**src/rtl/uart_tx_arbiter.sv**
```systemverilog
// Two-requester byte arbiter in front of a UART transmitter: round-robin with optional lock and lock timeout.
// Accept in IDLE, uart_wr one cycle later; at least 4 cycles between writes; ready is held low until the UART is idle.
module uart_tx_arbiter #(
    parameter int TIMEOUT = 1023
) (
    input  logic       clk,
    input  logic       resetq,
    input  logic       a_valid,
    input  logic [7:0] a_data,
    input  logic       a_lock,
    output logic       a_ready,
    input  logic       b_valid,
    input  logic [7:0] b_data,
    input  logic       b_lock,
    output logic       b_ready,
    output logic       uart_wr,
    output logic [7:0] uart_dat,
    input  logic       uart_busy,
    output logic       owner,
    output logic       locked
);

    localparam int CW = (TIMEOUT > 0) ? $clog2(TIMEOUT + 1) : 1;
    localparam logic [CW-1:0] TMAX = CW'(TIMEOUT);

    typedef enum logic [1:0] {IDLE, SEND, WAIT_START, WAIT_DONE} state_t;

    state_t        r_state;
    state_t        w_state_nxt;
    logic [7:0]    r_dat;
    logic          r_owner;
    logic          r_locked;
    logic [CW-1:0] r_cnt;

    logic w_arb_ok, w_elig_a, w_elig_b, w_sel_a, w_sel_b;
    logic w_xfer_a, w_xfer_b, w_xfer, w_own_vld, w_cnt_en, w_expire;

    // Selection looks only at the other side's valid, never its data or lock.
    assign w_arb_ok = resetq & (r_state == IDLE) & ~uart_busy;
    assign w_elig_a = ~r_locked | ~r_owner;
    assign w_elig_b = ~r_locked |  r_owner;
    assign w_sel_a  = r_locked | (a_valid & (~b_valid |  r_owner));
    assign w_sel_b  = r_locked | (b_valid & (~a_valid | ~r_owner));
    assign a_ready  = w_arb_ok & w_elig_a & w_sel_a;
    assign b_ready  = w_arb_ok & w_elig_b & w_sel_b;

    assign w_xfer_a = a_valid & a_ready;
    assign w_xfer_b = b_valid & b_ready;
    assign w_xfer   = w_xfer_a | w_xfer_b;

    assign w_own_vld = r_owner ? b_valid : a_valid;
    assign w_cnt_en  = (r_state == IDLE) & r_locked & ~uart_busy & ~w_own_vld;
    assign w_expire  = (TIMEOUT > 0) & r_locked & (r_cnt == TMAX);

    always_comb begin
        w_state_nxt = r_state;
        uart_wr     = 1'b0;
        case (r_state)
            IDLE:       if (w_xfer) w_state_nxt = SEND;
            SEND: begin
                uart_wr     = 1'b1;
                w_state_nxt = WAIT_START;
            end
            WAIT_START: w_state_nxt = WAIT_DONE;
            WAIT_DONE:  if (!uart_busy) w_state_nxt = IDLE;
            default:    w_state_nxt = IDLE;
        endcase
    end

    always_ff @(posedge clk) begin
        if (!resetq) begin
            r_state  <= IDLE;
            r_dat    <= 8'h00;
            r_owner  <= 1'b1;
            r_locked <= 1'b0;
            r_cnt    <= '0;
        end else begin
            r_state <= w_state_nxt;
            // A transfer in the expiry cycle takes precedence over the timeout.
            if (w_xfer) begin
                r_dat    <= w_xfer_b ? b_data : a_data;
                r_owner  <= w_xfer_b;
                r_locked <= w_xfer_b ? b_lock : a_lock;
            end else if (w_expire) begin
                r_locked <= 1'b0;
            end
            if (w_xfer || !r_locked) begin
                r_cnt <= '0;
            end else if (w_cnt_en && (r_cnt != TMAX)) begin
                r_cnt <= r_cnt + CW'(1);
            end
        end
    end

    assign uart_dat = r_dat;
    assign owner    = r_owner;
    assign locked   = r_locked;

endmodule

```
**config.mk**
```make
export PLATFORM = sky130hd
export DESIGN_NAME = uart_tx_arbiter
export DESIGN_NICKNAME = d
export VERILOG_FILES = /design/src/rtl/uart_tx_arbiter.sv
export SDC_FILE = /design/constraint.sdc
export NUM_CORES = 1
export LEC_CHECK = 0
export BUFFER_PORTS_ARGS = -buffer_cell sky130_fd_sc_hd__buf_4
export CAP_MARGIN = 40
export CORE_MARGIN = 1
export CORE_UTILIZATION = 23
export CTS_CLUSTER_DIAMETER = 80
export DETAILED_ROUTE_END_ITERATION = 8
export MAX_ROUTING_LAYER = met4
export PLACE_DENSITY_LB_ADDON = 0.15
export SLEW_MARGIN = 20
export SYNTH_ARGS = -nofsm -noshare
export SYNTH_HDL_FRONTEND = slang
export SYNTH_SLANG_ARGS = --single-unit
```
**constraint.sdc**
```tcl
create_clock -name clk -period 2.6 [get_ports clk]
set_clock_uncertainty 0.1 [all_clocks]
set_input_delay 0.52 -clock clk [delete_from_list [all_inputs] [get_ports clk]]
set_output_delay 0.52 -clock clk [all_outputs]
set_load 0.05 [all_outputs]
```
# --- Word-level counts from Yosys, hierarchy flattened ---
# Cells that the tools add are included.
totals:
  input_bits: 23
  register_bits: 22
  elab_cells: 57
classes:
  eq_ne: 7
  n_mux: 9
  reduce_logical: 7
  bitwise: 28
  addsub: 1
op_table:
  columns: ["operator", "n"]
  rows:
  - ["$and A1 B1 Y1", 14]
  - ["$add A10 B1 Y10 const B", 1]
  - ["$eq A10 B10 Y1 const B", 1]
  - ["$ne A10 B10 Y1 const B", 1]
  - ["$mux W8", 1]
  - ["$pmux W2 S4", 1]
  - ["$not A1 Y1", 7]
  - ["$or A1 B1 Y1", 7]
  - ["$mux W1", 5]
  - ["$eq A2 B2 Y1 const B", 2]
  - ["$mux W2", 2]
  - ["$ne A2 B2 Y1 const B", 2]
  - ["$eq A2 B1 Y1 const B", 1]
  - ["$logic_not A2 Y1", 1]
  - ["$reduce_and A2 Y1", 1]
  - ["$reduce_bool A2 Y1", 1]
  - ["$reduce_or A2 Y1", 1]
  - ["$logic_and A1 B1 Y1", 1]
  - ["$logic_not A1 Y1", 1]
  - ["$logic_or A1 B1 Y1", 1]

# --- Logic depth before layout (Yosys ltp) ---
# Gate-level depths: netlist (run 1).
depth:
  depth_word: 9
  ltp_mapped: 8

# --- Worst setup path before layout (run 1) ---
# No wires, ideal clock.
synth_timing:
  kind: "flip-flop to output port"
  start: "reg r_state[0]"
  end: "out a_ready"
  setup_slack_ns: 0.305
  path_buffers: 1
  t_arrival_ns: 1.675
  path_stages_with_launch: 7
  cell_sequence: "dfxtp_1 inv_1 ha_1 and3b_1 clkbuf_1 nand2_1 nor2_1"
synth_via:
  elab_chain_cells: 5
synth_rtl:
  columns: ["element", "line_no", "rtl"]
  rows:
  - ["start: declaration", "28", "state_t r_state;"]
  - ["start signal: assignment", "78", "r_state <= w_state_nxt;"]
  - ["$logic_not A2 Y1", "39", "assign w_arb_ok = resetq & (r_state == IDLE) & ~uart_busy;"]
  - ["$and A1 B1 Y1 (2 in series)", "39", null]
  - ["$and A1 B1 Y1 (2 in series)", "44", "assign a_ready = w_arb_ok & w_elig_a & w_sel_a;"]
  - ["end: declaration", "11", "output logic a_ready,"]
# Every way passes these cells.

# --- Final worst setup path (run 1) ---
# Ends and elaborated chain as after synthesis.

==> results of run 1 <==
[layer usage]
layer | routed length (um) | share of wire, %
met5 | 0 | 0
met4 | 73 | 2.3
met3 | 137 | 4.3
met2 | 1580 | 49
met1 | 1420 | 44
[power by group]
| group | switching [mW] | internal, mW |
|---|---|---|
| registers | 0.0422 | 0.376 |
| logic | 0.296 | 0.173 |
| clock network | 0.118 | 0.135 |
| total | 0.456 | 0.685 |
[registers in the layout, indices dropped and copies added (netlist names)]
signal	cells
r_state	2
locked	1
owner	1
r_cnt	10
uart_dat	8
[cell type report]
cell class | instances | share of cell area [%]
sequential | 22 | 26.9
timing repair buffer | 40 | 18.3
multi-input combinational | 112 | 44.9
inverter | 5 | 1.15
tap | 70 | 5.35
clock buffer | 4 | 3.36
[Yosys cell counts]
cell type / n
a211oi_1: 1
a21o_1: 1
a21oi_1: 17
and3_1: 1
and3b_1: 2
and4_1: 1
buf_1: 1
buf_2: 1
buf_6: 1
clkbuf_1: 5
dfxtp_1: 22
ha_1: 6
inv_1: 5
mux2_4: 1
mux2i_1: 12
nand2_1: 15
nand2b_1: 2
nand3_1: 6
nand3b_1: 2
nand4_1: 2
nor2_1: 5
nor3_1: 4
nor4_1: 1
o2111ai_1: 1
o211ai_1: 4
o21ai_0: 13
o221ai_1: 1
o31ai_1: 5
or2_2: 1
or3_1: 1
or3_4: 1
or3b_2: 1
or4_1: 5
[critical path, cell delays in order (launching register included)]
cell     delay (ns)
dfxtp_1        0.35
inv_1          0.11
ha_1           0.24
and3b_1        0.30
nand2_1        0.07
nor2_1         0.12
buf_4          0.21
[worst max path at each step]
| stage | from | endpoint | slack (ns) | cells after the start |
|---|---|---|---|---|
| detailed placement | a_valid | r_cnt[9]$_SDFFE_PP0P_ | 0.48 | 5 |
| global placement | a_valid | r_cnt[9]$_SDFFE_PP0P_ | 0.48 | 5 |
| floorplan | r_state[0]$_SDFFE_PN0P_ | a_ready | 0.31 | 6 |
| global route | r_state[0]$_SDFFE_PN0P_ | a_ready | 0.19 | 6 |
| finish | r_state[0]$_SDFFE_PN0P_ | a_ready | 0.31 | 6 |
| CTS | r_state[0]$_SDFFE_PN0P_ | a_ready | 0.31 | 6 |
[layout by cell type, fill, tap and decap left out, types with 6 or more instances in the layout]
cell type  instances
nand3_1            6
o21ai_0           13
buf_4             40
dfxtp_1           22
a21oi_1           17
ha_1               6
nand2_1           15
mux2i_1           12
[stage by stage]
stage                     hold WS [ns]  worst slack (ns)  util (%)
final                            0.385             0.314      31.8
after floorplan                  0.361             0.305         -
after global placement           0.378             0.483      30.8
after detailed placement         0.394             0.476      30.8
after CTS                        0.377             0.308      31.8
after global routing             0.383             0.190      31.8
[cell families after synthesis]
group / after synthesis / synth area share, %
AO/OA/AOI/OAI: 43 / 20.3
AND/OR/NAND/NOR: 50 / 22.2
buffers and inverters: 13 / 4.67
adder cells (fa/ha/maj): 6 / 6.09
multiplexers: 13 / 11.0
flip-flops: 22 / 35.7
==> flow_summary.json, run 1 <==
{
  "critPathCaptureType": "output port",
  "grt_max_degree": 17,
  "ctsHtreeMaxLevel": 1,
  "fp-row-count": 26,
  "drive_gt1_share_pct": 26.2,
  "ff_latch_area_sq_um": 440,
  "io_pins": 36,
  "cts_buffer_depth": 2,
  "worstPathArrival_ns": 1.67,
  "hold_class": "in -> reg",
  "cts_tree": "done",
  "synth_seq_area_share_pct": 35.7,
  "antenna_found_initial": 0,
  "grt_pass1_vias": 1177,
  "clock-sinks": 22,
  "slew_headroom_pct": 59.4,
  "gp_congestion": 0.898,
  "syn_avg_cell_area_sq_um": 8.38,
  "grtUsageMet1_pct": 13.5,
  "grt_most_used_layer": "met2",
  "dp_hpwl_mm": 2.47,
  "worstMarginPinSlew_ns": 0.609,
  "dieArea_sq_um": 5660,
  "yosysUniqueCellTypes": 33,
  "p_total_mw": 1.14,
  "grtUsageMet2_pct": 23.2,
  "final_antenna_net_count": 0,
  "post_cts_buffers": 0,
  "ys_warn_count": 0,
  "grt_usage_pct": 12.9,
  "nNetsFinal": 213,
  "synth_top_area_cell": "dfxtp_1",
  "maxCapViolations": 0,
  "vias_per_cell": 4.79,
  "hp-start": "a_lock",
  "dp.cells": 249,
  "die_h_um": 75.2,
  "syn_inst": 147,
  "r2r_slack_ns": 0.54,
  "finalMaxSlewViolations": 0,
  "whs_path_depth": 3,
  "yosysTopAreaCellShare_pct": 35.7,
  "power.leakage_nw": 0.703,
  "r2r-start": "owner$_SDFFE_PN1P_",
  "ys_seq_elements": 22,
  "clk_latency_ns": 0.27,
  "critical_path_class": "reg -> out",
  "final.min_clock_period_ns": 2.29,
  "setup_tns_ns": 0,
  "syn-cell-area_sq_um": 1230,
  "status": "finished, final reports clean",
  "r2r-end": "r_cnt[9]$_SDFFE_PP0P_",
  "worstPathRequired_ns": 1.98,
  "wl_per_cell_um": 12.7,
  "synth_nets": 176,
  "place_area_sq_um": 1580,
  "dieWidth_um": 75.2,
  "rsz0062_at_grt": "no",
  "finalHoldViolCount": 0,
  "multi_input_comb_area_sq_um": 734,
  "drc": 0,
  "holdPathEnd": "locked$_SDFFE_PN0P_",
  "cp_max_fo": 6,
  "drtIter0Drc": 39,
  "finalCritPeriodShare_pct": 87.9,
  "start_util_pct": 24.0,
  "grt_overflow": 0,
  "path_clk_slew_ns": 0.09,
  "start_kind": "register",
  "drtPass1Iterations": 4,
  "fin_cells": 253,
  "vias": 1211,
  "fmax_ghz": 0.437,
  "powerDensity_nw_per_um2": 697,
  "wl_mm": 3.20,
  "finalSetupViolations": 0,
  "ctsHoldBuffers": 0,
  "syn_to_final_growth_pct": 32.8,
  "synth_area_leaders": "dfxtp_1 36%, mux2i_1 9.7%, a21oi_1 6.9%, ha_1 6.1%, o21ai_0 5.3%",
  "grt_use_met3_pct": 2.95,
  "cts_resized": 0,
  "coreArea_sq_um": 5140,
  "port_buffers": 35,
  "ctsRootBufferMaster": "clkbuf_8",
  "finalInstanceArea_sq_um": 1640,
  "reg2reg_depth": 4,
  "cts_made_buffers": 3,
  "grt_pass1_wl_mm": 5.28,
  "fill_cells": 569,
  "antenna_cells": 0,
  "irDropWorstVdd_v": 0.000251
}
Note: power is estimated with default switching activity, not from simulation.
==> run 2: changes to the inputs <==
==> constraint.sdc (replaced) <==
create_clock -name clk -period 2.6 [get_ports clk]
set_clock_uncertainty 0.1 [all_clocks]
set_input_delay 0.13 -clock clk [delete_from_list [all_inputs] [get_ports clk]]
set_output_delay 0.13 -clock clk [all_outputs]
set_load 0.05 [all_outputs]
==> flow_summary.json, run 2 (same netlist as run 1, synthesis figures left out) <==
{
  "status": "finished, final reports clean",
  "coreArea_sq_um": 5140,
  "finalMaxSlewViolations": 0,
  "critPathSlowestCell": "or4_1",
  "worstPathRequired_ns": 2.71,
  "finalSetupViolations": 0,
  "fin_hold_ws_ns": 0.0507,
  "drtIter0Drc": 49,
  "dieWidth_um": 75.2,
  "critical_path_class": "reg -> reg",
  "vias_per_cell": 4.71,
  "antenna_found_initial": 0,
  "powerDensity_nw_per_um2": 694,
  "wl_mm": 3.15,
  "irDropWorstVdd_v": 0.000285,
  "drc": 0,
  "cts_made_buffers": 3,
  "port_buffers": 35,
  "worstPathArrival_ns": 2.18,
  "cts_buffer_depth": 2,
  "worst_slack_ns": 0.535,
  "largest_reg_flops": 10,
  "setup.worst_path.start": "r_state[0]$_SDFFE_PN0P_",
  "finalInstanceArea_sq_um": 1630,
  "rsz0062_at_grt": "no",
  "finalCritPeriodShare_pct": 79.4,
  "fmax_ghz": 0.484,
  "dieArea_sq_um": 5660,
  "hold_class": "in -> reg",
  "vias": 1188,
  "critPathCaptureType": "register",
  "syn_to_final_growth_pct": 32.4,
  "grt_pass1_vias": 1180,
  "slew_headroom_pct": 59.8,
  "clk_latency_ns": 0.26,
  "maxCapViolations": 0,
  "drtPass1Iterations": 4,
  "detailedPlace.worstSlack_ns": 0.566,
  "setup_tns_ns": 0,
  "io_pins": 36,
  "ctsHtreeMaxLevel": 1,
  "place_area_sq_um": 1570,
  "layout_commonest_cell": "buf_4",
  "nNetsFinal": 212,
  "cp_max_fo": 9,
  "fp-row-count": 26,
  "dp_hpwl_mm": 2.38,
  "grt_overflow": 0,
  "clock-sinks": 22,
  "hp-start": "resetq",
  "start_kind": "register",
  "gp_congestion": 0.792,
  "p_total_mw": 1.13,
  "crit_chain": "inv_1, ha_1, and3b_1, a21o_1, or4_1, nand2_1",
  "post_cts_buffers": 0,
  "grt_usage_pct": 13.0,
  "start_util_pct": 24.0,
  "drive_gt1_share_pct": 25.3,
  "ctsRootBufferMaster": "clkbuf_8",
  "final_cell_mix": "38 x buf_4, 22 x dfxtp_1, 17 x a21oi_1, 15 x nand2_1, 13 x o21ai_0",
  "cts_tree": "done",
  "final.min_clock_period_ns": 2.07,
  "antenna_cells": 0,
  "die_h_um": 75.2,
  "wl_per_cell_um": 12.5,
  "power.leakage_nw": 0.698,
  "grt_pass1_wl_mm": 5.40,
  "max_stage_delay_ns": 0.53,
  "r2r-start": "r_state[0]$_SDFFE_PN0P_",
  "regMostFlops": "r_cnt",
  "final_antenna_net_count": 0,
  "path_clk_slew_ns": 0.09,
  "grt_max_degree": 17,
  "finalHoldViolCount": 0,
  "worstMarginPinSlew_ns": 0.603
}
run 2: cell count changes in the layout (fill, tap and decap cells not counted), sizes merged:
| cell | previous run | this run |
|---|---|---|
| buf | 40 | 38 |
| dlygate4sd3 | 0 | 1 |
run 2: worst paths after layout:
kind	endpoint	slack (ns)	cells past startpoint
setup / recovery	r_cnt[2]$_SDFFE_PP0P_	0.53	6
hold / removal	owner$_SDFFE_PN1P_	0.05	2
setup reg to reg	r_cnt[2]$_SDFFE_PP0P_	0.53	6
hold reg to reg	r_cnt[8]$_SDFFE_PP0P_	0.40	2
run 2: worst max-delay path: cells and delay by family, from the launching register on:
kind	cells	cell delay [ns]
AO/OA/AOI/OAI	1	0.30
AND/OR/NAND/NOR	3	0.88
adder cells (fa/ha/maj)	1	0.26
buffers and inverters	1	0.10
flip-flops	1	0.39
run 2: area by class of cell:
type / instances / area (sq um)
Multi-Input combinational cell: 112 / 734
Timing Repair Buffer: 39 / 295
Sequential cell: 22 / 440
Inverter: 5 / 18.8
Clock buffer: 4 / 55.1
Fill cell: 571 / 3510
Tap cell: 70 / 87.6
run 2: through the flow:
stage          utilization [%]  std cells
5_1_grt                   31.7        252
3_3_place_gp              30.5        247
2_1_floorplan                -        147
6_report                  31.7        252
3_5_place_dp              30.5        247
4_1_cts                   31.7        252
run 2: repair_timing:
action	CTS	global route
hold buffers	1	0
setup endpoints to repair	0	0
hold endpoints to repair	1	0
gates resized for setup	0	0
run 2: power by group:
group | internal [mW] | switching (mW)
combinational | 0.169 | 0.292
sequential | 0.376 | 0.0410
clock | 0.135 | 0.118
total | 0.680 | 0.451
run 2: per-layer routing:
layer	GRT usage (%)	wire length [um]	up-vias
met2	21.1	1440	28
met5	-	0	-
met3	3.61	143	6
met1	15.4	1520	542
met4	4.32	58	0
li1	-	-	612
==> run 3: changes to the inputs <==
ABC_AREA = 1   (was unset)
clock period = 1.7 ns   (was 2.6 ns; I/O delays follow)
==> flow_summary.json, run 3 <==
{
  "status": "finished, final reports clean",
  "drc": 0,
  "clock-sinks": 22,
  "ys_warn_count": 0,
  "setup.worst_path.start": "r_state[0]$_SDFFE_PN0P_",
  "synth_common_cells": "49 x nand2_1, 30 x inv_1, 22 x dfxtp_1",
  "cts_buffer_depth": 2,
  "vias": 1353,
  "port_buffers": 35,
  "max_stage_delay_ns": 0.32,
  "ctsHtreeMaxLevel": 1,
  "drtPass1Iterations": 4,
  "powerDensity_nw_per_um2": 864,
  "critPathCaptureType": "output port",
  "synth_flop_cell": "dfxtp_1",
  "yosysUniqueCellTypes": 26,
  "dp_hpwl_mm": 2.58,
  "clk_latency_ns": 0.26,
  "finalHoldViolCount": 0,
  "cp_max_fo": 7,
  "grt_pass1_wl_mm": 5.84,
  "critical_path_class": "reg -> out",
  "cts_tree": "done",
  "grt_max_degree": 13,
  "dieWidth_um": 78.9,
  "worstPathRequired_ns": 1.51,
  "synth_seq_area_share_pct": 32.4,
  "syn_inst": 198,
  "dieArea_sq_um": 6230,
  "coreArea_sq_um": 5610,
  "ctsRootBufferMaster": "clkbuf_8",
  "p_int_mw": 1.03,
  "layout_commonest_cell": "buf_4",
  "rsz0062_at_grt": "yes",
  "finalInstanceArea_sq_um": 1940,
  "detailedPlace.worstSlack_ns": 0.0274,
  "start_util_pct": 24.3,
  "io_pins": 36,
  "synth_nets": 227,
  "die_h_um": 78.9,
  "r2r-start": "r_state[0]$_SDFFE_PN0P_",
  "gp_congestion": 0.725,
  "power.leakage_nw": 0.875,
  "crit_family": "simple AND/OR/NAND/NOR gates",
  "yosysMostFrequentCell": "nand2_1",
  "syn_to_final_growth_pct": 42.4,
  "antenna_found_initial": 0,
  "utilization_pct": 34.6,
  "sw_frac_of_total_pct": 38.6,
  "fill_cells": 630,
  "yosysTopAreaCellShare_pct": 32.4,
  "drive_gt1_share_pct": 32.0,
  "grt_pass1_vias": 1279,
  "finalCritPeriodShare_pct": 95.4,
  "path_clk_slew_ns": 0.08,
  "syn-cell-area_sq_um": 1360,
  "fin_cells": 325,
  "synth_area_leaders": "dfxtp_1 32%, nand2_1 14%, inv_1 8.3%, nand3_1 7.4%, a21oi_1 6.6%",
  "fmax_ghz": 0.616,
  "maxCapViolations": 0,
  "finalMaxSlewViolations": 0,
  "wl_per_cell_um": 10.4,
  "ys_seq_elements": 22,
  "wl_mm": 3.38,
  "slew_headroom_pct": 80.5,
  "dp.cells": 316,
  "hp-start": "a_data[1]",
  "grt_overflow": 0,
  "synth_top_area_cell": "dfxtp_1",
  "drtIter0Drc": 28,
  "antenna_cells": 0,
  "nNetsFinal": 284,
  "critPathSlowestCell": "dfxtp_1",
  "worstPathArrival_ns": 1.44,
  "cts_made_buffers": 3,
  "combPwrFrac_pct": 44.9,
  "synth-edff-count": 0,
  "worst_slack_ns": 0.0777,
  "final_cell_mix": "52 x buf_4, 49 x nand2_1, 28 x inv_1, 20 x dfxtp_1, 18 x nand3_1",
  "largest_reg_flops": 10,
  "async_reset_ff_share_pct": 0,
  "regMostFlops": "r_cnt",
  "worstMarginPinSlew_ns": 0.291,
  "final_antenna_net_count": 0,
  "start_kind": "register",
  "final.min_clock_period_ns": 1.62,
  "p_total_mw": 1.67,
  "pwr-share-seq_pct": 35.5,
  "vias_per_cell": 4.16,
  "hold_class": "in -> reg",
  "crit_chain": "inv_2, ha_4, nand3_2, nor2_4, buf_6, and2_2, buf_8",
  "finalSetupViolations": 0,
  "p_sw_mw": 0.646,
  "crit_buf_inv": 3,
  "power_frac_clock_pct": 19.6,
  "place_area_sq_um": 1800,
  "irDropWorstVdd_v": 0.000388,
  "grt_usage_pct": 12.2,
  "syn_avg_cell_area_sq_um": 6.88,
  "fp-row-count": 27
}
## run 3: changes by cell type after synthesis, sizes merged, moves of 12 or more
| cell | delta |
|---|---|
| nand3 | +17 |
| mux2i | -12 |
| nand2 | +37 |
| inv | +27 |
| nor2 | +12 |
## run 3: layer usage
layer  part of all wire (%)  up-vias  global-route usage (%)
li1                       -      749                       -
met1                     51      577                    16.9
met2                     45       25                    18.0
met5                      0        -                       -
met3                    3.5        2                    2.76
met4                   0.80        0                    2.91
## run 3: power groups by stage
stage          Combinational, mW  Sequential [mW]  Clock (mW)
2_1_floorplan              0.371            0.669           0
3_3_place_gp               0.668            0.603           0
3_5_place_dp               0.673            0.602           0
4_1_cts                    0.726            0.592       0.346
5_1_grt                    0.834            0.598       0.360
6_report                   0.752            0.594       0.328
## run 3: path summary, 6_finish.rpt
check	endpoint	slack [ns]	cells past startpoint
worst max-delay path	b_ready	0.08	7
worst min register to register	r_cnt[9]$_SDFFE_PP0P_	0.37	2
worst min-delay path	uart_dat[1]$_SDFFE_PN0P_	0.08	5
worst max register to register	uart_dat[0]$_SDFFE_PN0P_	0.09	10
## run 3: cells by family (layout without fill, tap and decap cells)
family,count (synthesis),after routing,synth area share (%)
buffers and inverters,36,91,11.7
XOR/XNOR,4,4,2.57
flip-flops,22,22,32.4
AND/OR/NAND/NOR,104,104,37.9
AO/OA/AOI/OAI,26,26,10.0
adder cells (fa/ha/maj),6,6,5.51
## run 3: cell type report
class	instances	area [sq um]	area share, %
Clock buffer	3	41.3	2.13
Inverter	32	128	6.58
Multi-Input combinational cell	140	800	41.3
Sequential cell	22	443	22.9
Tap cell	72	90.1	4.65
Timing Repair Buffer	56	437	22.5
## run 3: metrics by stage
step / setup TNS [ns] / hold slack (ns)
after floorplan: 0 / 0.128
after global placement: 0 / 0.263
after detailed placement: 0 / 0.253
after CTS: 0 / 0.0722
after global routing: -0.0253 / 0.0934
final: 0 / 0.0793
## run 3: timing repair
action	4_1_cts	5_1_grt
setup endpoints to repair	1	22
buffers inserted	1	3
gates resized for setup	6	8
pin swaps	1	1
hold buffers	2	0
endpoints found under the hold margin	2	0
## run 3: worst min-delay path, stage by stage
cell and delay, ns:
buf_4 0.11, inv_1 0.04, nand2_1 0.04, nand3_1 0.07, a21oi_1 0.05
